===== src/rtl/ifetch_mt.sv =====
// Multi-context instruction fetch unit: one PC, jump epoch and outstanding-fetch
// counter per (channel, thread) context; each accepted grant pushes one fetch word.
module ifetch_mt #(
  parameter int                 CHANNELS  = 8,
  parameter int                 THREADS   = 2,
  parameter int                 PC_W      = 12,
  parameter int                 ADDR_W    = 16,
  parameter logic [ADDR_W-1:0]  CODE_BASE = 16'h8000,
  parameter logic [4:0]         REQ_OP    = 5'h02,
  parameter logic [PC_W-1:0]    RESET_PC  = '0,
  parameter int                 MAX_OUT   = 2,
  localparam int                CH_W      = (CHANNELS > 1) ? $clog2(CHANNELS) : 1,
  localparam int                TH_W      = (THREADS > 1) ? $clog2(THREADS) : 1,
  localparam int                DI_W      = 5 + CH_W + TH_W + 1 + ADDR_W
) (
  input  logic              clk,
  input  logic              reset_n,
  input  logic              next_task_ready,
  input  logic [CH_W-1:0]   next_task_channel,
  input  logic [TH_W-1:0]   next_task_thread,
  output logic              next_task_ack,
  input  logic              ififo_full,
  output logic              ififo_shift,
  output logic [DI_W-1:0]   ififo_di,
  input  logic              fetch_done,
  input  logic [CH_W-1:0]   fetch_done_channel,
  input  logic [TH_W-1:0]   fetch_done_thread,
  input  logic              jump_enable,
  input  logic [CH_W-1:0]   jump_channel,
  input  logic [TH_W-1:0]   jump_thread,
  input  logic [PC_W-1:0]   jump_target,
  output logic [PC_W-1:0]   current_pc
);

  localparam int               IDX_W     = CH_W + TH_W;
  localparam int               NCTX      = 1 << IDX_W;
  localparam logic [IDX_W:0]   NUM_CTX   = (IDX_W + 1)'(CHANNELS * THREADS);
  localparam logic [2:0]       MAX_OUT_C = 3'(MAX_OUT);

  typedef enum logic {IDLE, ISSUE} state_t;

  state_t             state_reg, state_next;
  logic [IDX_W-1:0]   ctx_reg;
  logic               shift_reg;
  logic [DI_W-1:0]    di_reg;
  logic [PC_W-1:0]    cur_pc_reg;

  logic [PC_W-1:0]    pc_arr    [NCTX];
  logic               epoch_arr [NCTX];
  logic [2:0]         out_arr   [NCTX];

  logic [IDX_W-1:0]   offer_idx, jump_idx, done_idx;
  logic               offer_ok, jump_ok, done_ok, jump_same;
  logic               issue_fire;
  logic [ADDR_W-1:0]  issue_addr;

  assign offer_idx = {next_task_channel, next_task_thread};
  assign jump_idx  = {jump_channel, jump_thread};
  assign done_idx  = {fetch_done_channel, fetch_done_thread};

  // Indices past the populated context range are silently dropped.
  assign offer_ok  = next_task_ready && reset_n && ({1'b0, offer_idx} < NUM_CTX)
                     && (out_arr[offer_idx] < MAX_OUT_C);
  assign jump_ok   = jump_enable && ({1'b0, jump_idx} < NUM_CTX);
  assign done_ok   = fetch_done && ({1'b0, done_idx} < NUM_CTX);
  assign jump_same = jump_ok && (jump_idx == ctx_reg);

  assign issue_addr = CODE_BASE + ADDR_W'(pc_arr[ctx_reg]);

  always_comb begin
    state_next    = state_reg;
    next_task_ack = 1'b0;
    issue_fire    = 1'b0;
    case (state_reg)
      IDLE: begin
        if (offer_ok) begin
          next_task_ack = 1'b1;
          state_next    = ISSUE;
        end
      end
      ISSUE: begin
        // A jump to the latched context cancels the push but still frees the FSM.
        if (!ififo_full) begin
          issue_fire = !jump_same;
          state_next = IDLE;
        end
      end
      default: state_next = IDLE;
    endcase
  end

  always_ff @(posedge clk) begin
    if (!reset_n) begin
      state_reg  <= IDLE;
      ctx_reg    <= '0;
      shift_reg  <= 1'b0;
      di_reg     <= '0;
      cur_pc_reg <= RESET_PC;
    end else begin
      state_reg <= state_next;
      shift_reg <= issue_fire;
      if (next_task_ack) ctx_reg <= offer_idx;
      if (issue_fire) di_reg <= {REQ_OP, ctx_reg, epoch_arr[ctx_reg], issue_addr};
      // When a jump lands on another context during an issue, the jump target is reported.
      if (jump_ok)         cur_pc_reg <= jump_target;
      else if (issue_fire) cur_pc_reg <= pc_arr[ctx_reg];
    end
  end

  genvar gi;
  generate
    for (gi = 0; gi < NCTX; gi++) begin : g_ctx
      localparam logic [IDX_W-1:0] ME = IDX_W'(gi);
      logic [PC_W-1:0] pc_reg;
      logic            epoch_reg;
      logic [2:0]      out_reg;
      logic            jump_hit, issue_hit, done_hit;

      assign jump_hit  = jump_ok && (jump_idx == ME);
      assign issue_hit = issue_fire && (ctx_reg == ME);
      assign done_hit  = done_ok && (done_idx == ME);

      always_ff @(posedge clk) begin
        if (!reset_n) begin
          pc_reg    <= RESET_PC;
          epoch_reg <= 1'b0;
          out_reg   <= 3'd0;
        end else begin
          if (jump_hit) begin
            pc_reg    <= jump_target;
            epoch_reg <= ~epoch_reg;
          end else if (issue_hit) begin
            pc_reg <= pc_reg + PC_W'(1);
          end
          // Issue and completion on the same context cancel out.
          if (issue_hit && !done_hit)
            out_reg <= out_reg + 3'd1;
          else if (!issue_hit && done_hit && (out_reg != 3'd0))
            out_reg <= out_reg - 3'd1;
        end
      end

      assign pc_arr[gi]    = pc_reg;
      assign epoch_arr[gi] = epoch_reg;
      assign out_arr[gi]   = out_reg;
    end
  endgenerate

  assign ififo_shift = shift_reg;
  assign ififo_di    = di_reg;
  assign current_pc  = cur_pc_reg;

endmodule

===== config.mk =====
export PLATFORM = sky130hd
export DESIGN_NAME = ifetch_mt
export DESIGN_NICKNAME = d
export VERILOG_FILES = /design/src/rtl/ifetch_mt.sv
export SDC_FILE = /design/constraint.sdc
export NUM_CORES = 1
export LEC_CHECK = 0
export BUFFER_PORTS_ARGS = -buffer_cell sky130_fd_sc_hd__buf_2
export CAP_MARGIN = 40
export CORE_ASPECT_RATIO = 0.7
export CORE_UTILIZATION = 45
export DETAILED_ROUTE_END_ITERATION = 8
export HOLD_SLACK_MARGIN = 0.03
export PLACE_DENSITY = 0.65
export SLEW_MARGIN = 20
export SYNTH_ARGS = -nofsm -noshare
export SYNTH_HDL_FRONTEND = slang
export SYNTH_SLANG_ARGS = --single-unit

===== constraint.sdc =====
create_clock -name clk -period 6.1 [get_ports clk]
set_input_delay 1.525 -clock clk [delete_from_list [all_inputs] [get_ports clk]]
set_output_delay 1.525 -clock clk [all_outputs]
set_load 0.01 [all_outputs]

==> results of run 1 <==
[cells in the mapped netlist (all sizes together), types with 47 or more instances]
master,number,area (um2)
clkbuf,84,315
nor3,102,526
inv,60,225
nand4,47,294
o21ai,197,1030
nand2,192,731
and3,55,345
dfxtp,292,5850
a21oi,264,1330
nand3,78,395
mux4,67,1510
nor2,254,966
buf,57,392
[worst min-delay path, stage by stage (launching register included)]
cell and delay (ns):
dfxtp_1 0.31, nand2_1 0.05, a21oi_1 0.05
[per-layer routing]
| metal | global-route usage (%) | vias to the layer above |
|---|---|---|
| li1 | - | 8116 |
| met1 | 47.3 | 8567 |
| met2 | 44.1 | 1049 |
| met3 | 6.78 | 104 |
| met4 | 6.90 | 2 |
| met5 | 0 | - |
[layout make-up]
| cell class | count | area, um2 | share of cell area (%) |
|---|---|---|---|
| inverter | 60 | 230 | 1.18 |
| timing repair buffer | 98 | 628 | 3.21 |
| clock buffer | 44 | 905 | 4.63 |
| tap | 527 | 659 | 3.37 |
| antenna | 3 | 7.51 | 0.0384 |
| clock inverter | 12 | 171 | 0.877 |
| sequential | 292 | 5850 | 29.9 |
| multi-input combinational | 1706 | 11100 | 56.7 |
[kinds of logic after synthesis]
logic type / synth area share, %
xor+xnor: 3.67
fa+ha+maj: 2.92
mux: 8.85
buf+inv: 5.22
flops: 32.8
simple gates: 22.3
compound gates: 24.3
other cells: 0.0210
[power groups by stage]
stage                     sequential, W  combinational (W)  clock [W]
after floorplan                 0.00201           0.000274          0
after global placement          0.00204           0.000363          0
after detailed placement        0.00204           0.000373          0
after CTS                       0.00200           0.000373    0.00205
after global routing            0.00199           0.000419    0.00212
final                           0.00199           0.000397    0.00204
[metrics by stage]
stage                     std cells  area (um2)  hold slack (ns)
after floorplan                2199       17900            0.445
after global placement         2674       18300            0.441
after detailed placement       2678       18400            0.446
after CTS                      2734       19500            0.454
after global routing           2739       19500            0.469
final                          2742       19500            0.453
[worst min-delay path by stage]
| stage | endpoint | slack (ns) | depth (start not counted) |
|---|---|---|---|
| floorplan | g_ctx[6].pc_reg[11] | 0.45 | 2 |
| global placement | ififo_di[19] | 0.44 | 2 |
| detailed placement | ififo_di[19] | 0.45 | 2 |
| CTS | ififo_di[19] | 0.45 | 2 |
| global route | ififo_di[19] | 0.47 | 2 |
| finish | ififo_di[8] | 0.45 | 2 |
==> metrics, run 1 <==
Area Overhead vs Synth 9.51%; Clock power frac 46.1%; Flop pwr share 44.9%; total clock sinks 292; clk_lat worst skew 0.59 ns; Die W 240 um; internal power 0.00326 W; synth warn 0; Hold Vio Cnt, Final 0; worst min-delay path class register to register; Seq/Total Area, Yosys 32.8%; Setup crit end next_task_ack; delay-heaviest family, CP compound AO/OA/AOI/OAI gates; share of power burned in combinational logic 9.0%; CP peak stage delay 0.35 ns; # DRC 0; Least-Margin Pin Slew 0.864 ns; Routed Antenna Nets 0; max_cap viols 0; H-Tree Level Count 1; Clock transition at path regs 0.06 ns; most used cell, CP buf_2; Chip Height 169 um; via count 17800; Buffers on Ports 62; critical-path cell list buf_2 -> nor4b_1 -> a2111oi_0 -> a21oi_1 -> o21a_1 -> nand2_1 -> inv_1 -> buf_2; Req. time, crit path 4.58 ns; Power Dens Cells 227 nW/um2; initial core utilization 46.1%; commonest cells after routing, fill and taps aside 290 x dfxtp_1, 263 x a21oi_1, 249 x nor2_1, 188 x nand2_1, 184 x o21ai_0; HPWL Detailed 44900 um; post-CTS setup buffers 0; Synth Register Bits 292; first-pass GRT wire length 96600 um; detailed-route wire length 63700 um; Critical Path Stages 8; first-iteration detailed-routing DRC count 2506; Core Area 38700 um2; CTS Root Cell clkbuf_16; hold_buf cts 0; nets@finish 2251; max reg flops 192; commonest non-fill, non-tap cell in the layout dfxtp_1; Vias/cell 6.51; status complete, no violations; WL per Instance 23.2 um; synthesized instance count 2193; Synth Flop Type dfxtp_1; nature of the critical path startpoint primary input; FF-to-FF setup slack 2.17 ns; Post-Syn Area 17800 um2; pin count of the biggest net entering global routing 88; hold path startpoint ififo_di[8]; Final min period 4.47 ns; fillcell total 3726; max layer used met5; GR Util All Layers 31.0%; Crit. End Element output port; routability cong. 0.959; wl on met1 27800 um; Crit Path Category primary input to output port; Tot Pwr 0.00443 W; drt pass-1 iters 6; post-synth cell types 85; number of global-route vias before repair 15700; worst setup margin 1.63 ns; CP bufs+invs 3; worst r2r src ctx_reg[0]; Slew HR 42.2%; placement row count 60; RSZ-0062 raised after global routing no; maximum vdd drop 223 uV; critical path startpoint next_task_thread; number of enable flip-flop cells after synthesis 0; reg2reg end g_ctx[5].out_reg[2]; layout cell share with drive strength beyond 1 12.3%; worst-path maximum fanout 9; FFs w/ async S/R, synth 0%; max-slew violation count 0; CP Data Arrival Time 2.95 ns; Bufs on Longest Clock Path 3; met2 wire len 26000 um; CTS tree yes; Layout Skew 0.0147 ns; final worst path period share 73.3%; Psw 0.00117 W; met3 routed WL 8410 um; Leakage 6.46 nW; pre-CTS setup slack 1.49 ns; Syn Area/Cell 8.14 um2; CTS Buf Count 31; grt ovf 0; initial antenna violation count 3; Reg2Reg Depth 8; full die area 40500 um2; Crit-path slowest cell nor4b_1; Post-CTS Resized 0; setup TNS 0 ns; I/O pin cnt 70; Finish-stage setup viols 0; Peak Freq 224 MHz; Net Sw Frac 26.4%; final core utilization 50.4%
(Power assumes the default switching activity.)
==> inputs of run 2 (changes only) <==
--- a/config.mk
+++ b/config.mk
@@ -11,7 +11,7 @@
 export CORE_UTILIZATION = 45
 export DETAILED_ROUTE_END_ITERATION = 8
 export HOLD_SLACK_MARGIN = 0.03
-export PLACE_DENSITY = 0.65
+export PLACE_DENSITY = 0.67
 export SLEW_MARGIN = 20
 export SYNTH_ARGS = -nofsm -noshare
 export SYNTH_HDL_FRONTEND = slang
==> constraint.sdc (replaced) <==
create_clock -name clk -period 3.6 [get_ports clk]
set_input_delay 0.9 -clock clk [delete_from_list [all_inputs] [get_ports clk]]
set_output_delay 0.9 -clock clk [all_outputs]
set_load 0.01 [all_outputs]
==> metrics, run 2 (same netlist as run 1, synthesis figures left out) <==
pre-CTS setup slack 0.282 ns; commonest non-fill, non-tap cell in the layout dfxtp_1; Core Area 38700 um2; dpl cells 2713; CTS tree yes; fin cells 2762; commonest cells after routing, fill and taps aside 290 x dfxtp_1, 263 x a21oi_1, 249 x nor2_1, 188 x nand2_1, 184 x o21ai_0; Crit Path Category primary input to output port; nets@finish 2280; clk_lat worst skew 0.58 ns; CTS Buf Count 30; Power Dens Cells 360 nW/um2; WL per Instance 23.0 um; Peak Freq 300 MHz; final worst path period share 92.6%; worst min-delay path class register to register; max reg flops 192; fillcell total 3708; initial core utilization 46.1%; Crit-path slowest cell a2111oi_0; via count 18000; Post-DP Area 18700 um2; design area 19600 um2; Area Overhead vs Synth 9.75%; initial antenna violation count 7; routability cong. 0.938; status complete, no violations; pin count of the biggest net entering global routing 66; detailed-route wire length 63600 um; Layout Skew 0.0108 ns; worst-path maximum fanout 10; hold_buf cts 0; HPWL Detailed 45600 um; worst setup margin 0.265 ns; setup TNS 0 ns; nature of the critical path startpoint primary input; GR Util All Layers 31.1%; H-Tree Level Count 1; Vias/cell 6.52; Bufs on Longest Clock Path 3; Req. time, crit path 2.70 ns; Routed Antenna Nets 0; Clock transition at path regs 0.06 ns; layout cell share with drive strength beyond 1 13.0%; max-slew violation count 0; critical-path cell list buf_2 -> nor2_1 -> a2111oi_0 -> a21oi_1 -> o21a_1 -> nand2_1 -> inv_1 -> buf_2; total clock sinks 292; Buffers on Ports 62; Post-CTS Resized 0; # DRC 0; full die area 40500 um2; drt pass-1 iters 8; max_cap viols 0; RSZ-0062 raised after global routing no; first-iteration detailed-routing DRC count 2255; Die W 240 um; number of global-route vias before repair 16200; most used cell, CP buf_2; I/O pin cnt 70; Slew HR 42.2%; Leakage 6.52 nW; post-CTS setup buffers 0; maximum vdd drop 363 uV; Hold Vio Cnt, Final 0; Final min period 3.34 ns; Finish-stage setup viols 0; CTS Root Cell clkbuf_16; placement row count 60; Tot Pwr 0.00705 W; CP Data Arrival Time 2.44 ns; Chip Height 169 um; grt ovf 0; Least-Margin Pin Slew 0.868 ns; Crit. End Element output port; first-pass GRT wire length 97600 um; CP peak stage delay 0.54 ns
run 2: cell count changes in the layout (fill, tap and decap cells not counted), sizes merged:
cell	change
clkinvlp	-1
inv	-1
bufinv	-4
buf	+30
clkbuf	-2
clkinv	-1
diode	-1
run 2: path summary, 6_finish.rpt:
check	start	to	slack, ns	cells after the start
min reg2reg	ififo_di[1]	ififo_di[1]	0.45	2
max	next_task_channel[0]	next_task_ack	0.26	8
min	ififo_di[1]	ififo_di[1]	0.45	2
max reg2reg	state_reg	g_ctx[4].out_reg[2]	0.82	9
run 2: worst max-delay path, delay by kind of cell:
kind / cells / cell delay [ns]
compound gates: 3 / 0.87
buf+inv: 3 / 0.48
simple gates: 2 / 0.18
run 2: metal layers:
layer,part of all wire (%),GRT usage [%]
met2,41,43.9
met5,0.093,0
met1,43,46.1
met3,14,8.28
met4,2.8,8.22
run 2: cell type report:
class | count | area, um2 | share of cell area, %
Inverter | 60 | 230 | 1.18
Multi-Input combinational cell | 1706 | 11100 | 56.6
Antenna cell | 2 | 5.00 | 0.0256
Timing Repair Buffer | 128 | 866 | 4.42
Sequential cell | 292 | 5850 | 29.9
Tap cell | 527 | 659 | 3.37
Clock inverter | 5 | 27.5 | 0.141
Clock buffer | 42 | 857 | 4.38
run 2: power by group:
group / switching (W) / internal [W]
clock network: 0.00135 / 0.00163
registers: 0.0000770 / 0.00329
logic: 0.000480 / 0.000217
total: 0.00191 / 0.00514
run 2: stage by stage:
step	hold slack, ns	utilization [%]
after floorplan	0.445	-
after global placement	0.442	48.2
after detailed placement	0.445	48.3
after CTS	0.453	50.5
after global routing	0.472	50.6
final	0.449	50.6
==> inputs of run 3 (changes only) <==
--- a/config.mk
+++ b/config.mk
@@ -5,6 +5,7 @@
 export SDC_FILE = /design/constraint.sdc
 export NUM_CORES = 1
 export LEC_CHECK = 0
+export ABC_AREA = 1
 export BUFFER_PORTS_ARGS = -buffer_cell sky130_fd_sc_hd__buf_2
 export CAP_MARGIN = 40
 export CORE_ASPECT_RATIO = 0.7
@@ -12,6 +13,7 @@
 export DETAILED_ROUTE_END_ITERATION = 8
 export HOLD_SLACK_MARGIN = 0.03
 export PLACE_DENSITY = 0.67
+export RECOVER_POWER = 100
 export SLEW_MARGIN = 20
 export SYNTH_ARGS = -nofsm -noshare
 export SYNTH_HDL_FRONTEND = slang
==> metrics, run 3 <==
status complete, no violations; number of global-route vias before repair 18500; Clock power frac 45.8%; Peak Freq 297 MHz; Finish-stage setup viols 0; Crit. End Element register; max reg flops 192; Post-DP Area 19800 um2; H-Tree Level Count 1; synthesized instance count 3133; hold_buf cts 0; maximum vdd drop 355 uV; Crit Path Category register to register; FFs w/ async S/R, synth 0%; top cell type's share of synthesized area 30.8%; nature of the critical path startpoint register; synth warn 0; Die W 247 um; # DRC 0; Buffers on Ports 62; first-iteration detailed-routing DRC count 2551; commonest non-fill, non-tap cell in the layout nand2_1; internal power 0.00535 W; nets@finish 3209; Bufs on Longest Clock Path 3; Net Sw Frac 26.4%; final worst path period share 93.5%; I/O pin cnt 70; Vias/cell 5.60; pin count of the biggest net entering global routing 89; CTS Buf Count 31; # diodes 0; Routed Antenna Nets 0; Seq/Total Area, Yosys 30.8%; design area 20500 um2; commonest cells after routing, fill and taps aside 934 x nand2_1, 414 x nor2_1, 371 x a21oi_1, 310 x inv_1, 292 x dfxtp_1; full die area 43000 um2; worst setup margin 0.232 ns; WL per Instance 18.5 um; Post-Syn Area 19000 um2; share of power burned in combinational logic 8.6%; Layout Skew 0.0152 ns; RSZ-0062 raised after global routing no; dominant cell type by area after synthesis dfxtp_1; setup TNS 0 ns; CP Data Arrival Time 3.84 ns; routability cong. 0.962; Clock transition at path regs 0.06 ns; CTS Root Cell clkbuf_16; number of enable flip-flop cells after synthesis 0; worst-path maximum fanout 18; first-pass GRT wire length 106000 um; Chip Height 174 um; post-CTS setup buffers 0; Least-Margin Pin Slew 1.17 ns; Final min period 3.37 ns; Post-CTS Resized 0; dpl cells 3657; pre-CTS setup slack 0.411 ns; Syn Area/Cell 6.06 um2; total clock sinks 292; Hold Vio Cnt, Final 0; GR Util All Layers 31.4%; Power Dens Cells 354 nW/um2; post-synth cell types 39; Tot Pwr 0.00727 W; most numerous cell in the Yosys netlist nand2_1; initial core utilization 46.0%; synth cell count leaders 920 x nand2_1, 410 x nor2_1, 371 x a21oi_1; largest cells by area after synthesis dfxtp_1 31%, nand2_1 18%, a21oi_1 9.8%; placement row count 62; HPWL Detailed 49900 um; grt ovf 0; Leakage 7.88 nW; Flop pwr share 45.7%; detailed-route wire length 68800 um; max_cap viols 0; clk_lat worst skew 0.60 ns; Synth Register Bits 292; CTS tree yes; Req. time, crit path 4.07 ns; initial antenna violation count 1; layout cell share with drive strength beyond 1 4.17%; max-slew violation count 0; Core Area 41300 um2; Synth Flop Type dfxtp_1; fin cells 3710; worst min-delay path class register to register; Area Overhead vs Synth 8.20%; Psw 0.00192 W; Slew HR 21.7%; drt pass-1 iters 8; via count 20800
-- run 3: cell count changes after synthesis, moves of 18 or more --
cell / delta
nand2_1: +732
inv_1: +237
nor2_1: +161
nand3_1: +110
a21oi_1: +108
mux4_2: -67
and3_1: -54
a32oi_1: -42
nor3_1: -36
inv_2: +24
and2_1: -21
xor2_1: +21
a211oi_1: -18
-- run 3: kinds of logic after synthesis --
family          count (synthesis)  synth area share [%]
compound gates                578                  15.5
fa+ha+maj                      32                  2.74
xor+xnor                       79                  3.65
other cells                     1                0.0198
simple gates                 1700                  37.7
buf+inv                       451                  9.55
flops                         292                  30.8
-- run 3: critical path, cell delays in order (launching register included) --
cell     delay [ns]
dfxtp_1        0.67
inv_4          0.26
nor2_4         0.36
inv_1          0.36
nor2_1         0.23
nand3_1        0.34
nand2_1        0.45
inv_1          0.35
nand2_1        0.14
a21oi_1        0.07
-- run 3: stage by stage --
stage               utilization, %  hold slack (ns)
global route                  49.8            0.486
CTS                           50.3            0.456
global placement              47.8            0.441
detailed placement            47.9            0.448
finish                        49.8            0.451
floorplan                        -            0.423
-- run 3: final timing paths --
| path | endpoint | cells after the start | slack (ns) | startpoint |
|---|---|---|---|---|
| worst max register to register | g_ctx[2].pc_reg[10] | 9 | 0.23 | ctx_reg[1] |
| worst min register to register | g_ctx[7].epoch_reg | 1 | 0.45 | g_ctx[7].epoch_reg |
| worst max-delay path | g_ctx[2].pc_reg[10] | 9 | 0.23 | ctx_reg[1] |
| worst min-delay path | g_ctx[7].epoch_reg | 1 | 0.45 | g_ctx[7].epoch_reg |
-- run 3: routing by layer --
metal / track usage (%) / vias up / wire length, um
met4: 10.5 / 0 / 2540
met3: 5.60 / 143 / 7880
met1: 47.2 / 9510 / 30500
li1: - / 10100 / -
met5: 0 / - / 0
met2: 44.5 / 1064 / 27900
-- run 3: power groups by stage --
stage	logic (W)	clock network (W)	registers, W
after detailed placement	0.000617	0	0.00339
final	0.000623	0.00332	0.00332
after CTS	0.000618	0.00336	0.00332
after floorplan	0.000368	0	0.00338
after global placement	0.000604	0	0.00339
after global routing	0.000663	0.00349	0.00332
-- run 3: cell type report --
type / count / area, um2
timing repair buffer: 102 / 606
clock buffer: 46 / 912
tap: 544 / 681
clock inverter: 6 / 105
inverter: 324 / 1220
sequential: 292 / 5850
fill: 4290 / 20700
multi-input combinational: 2396 / 11200
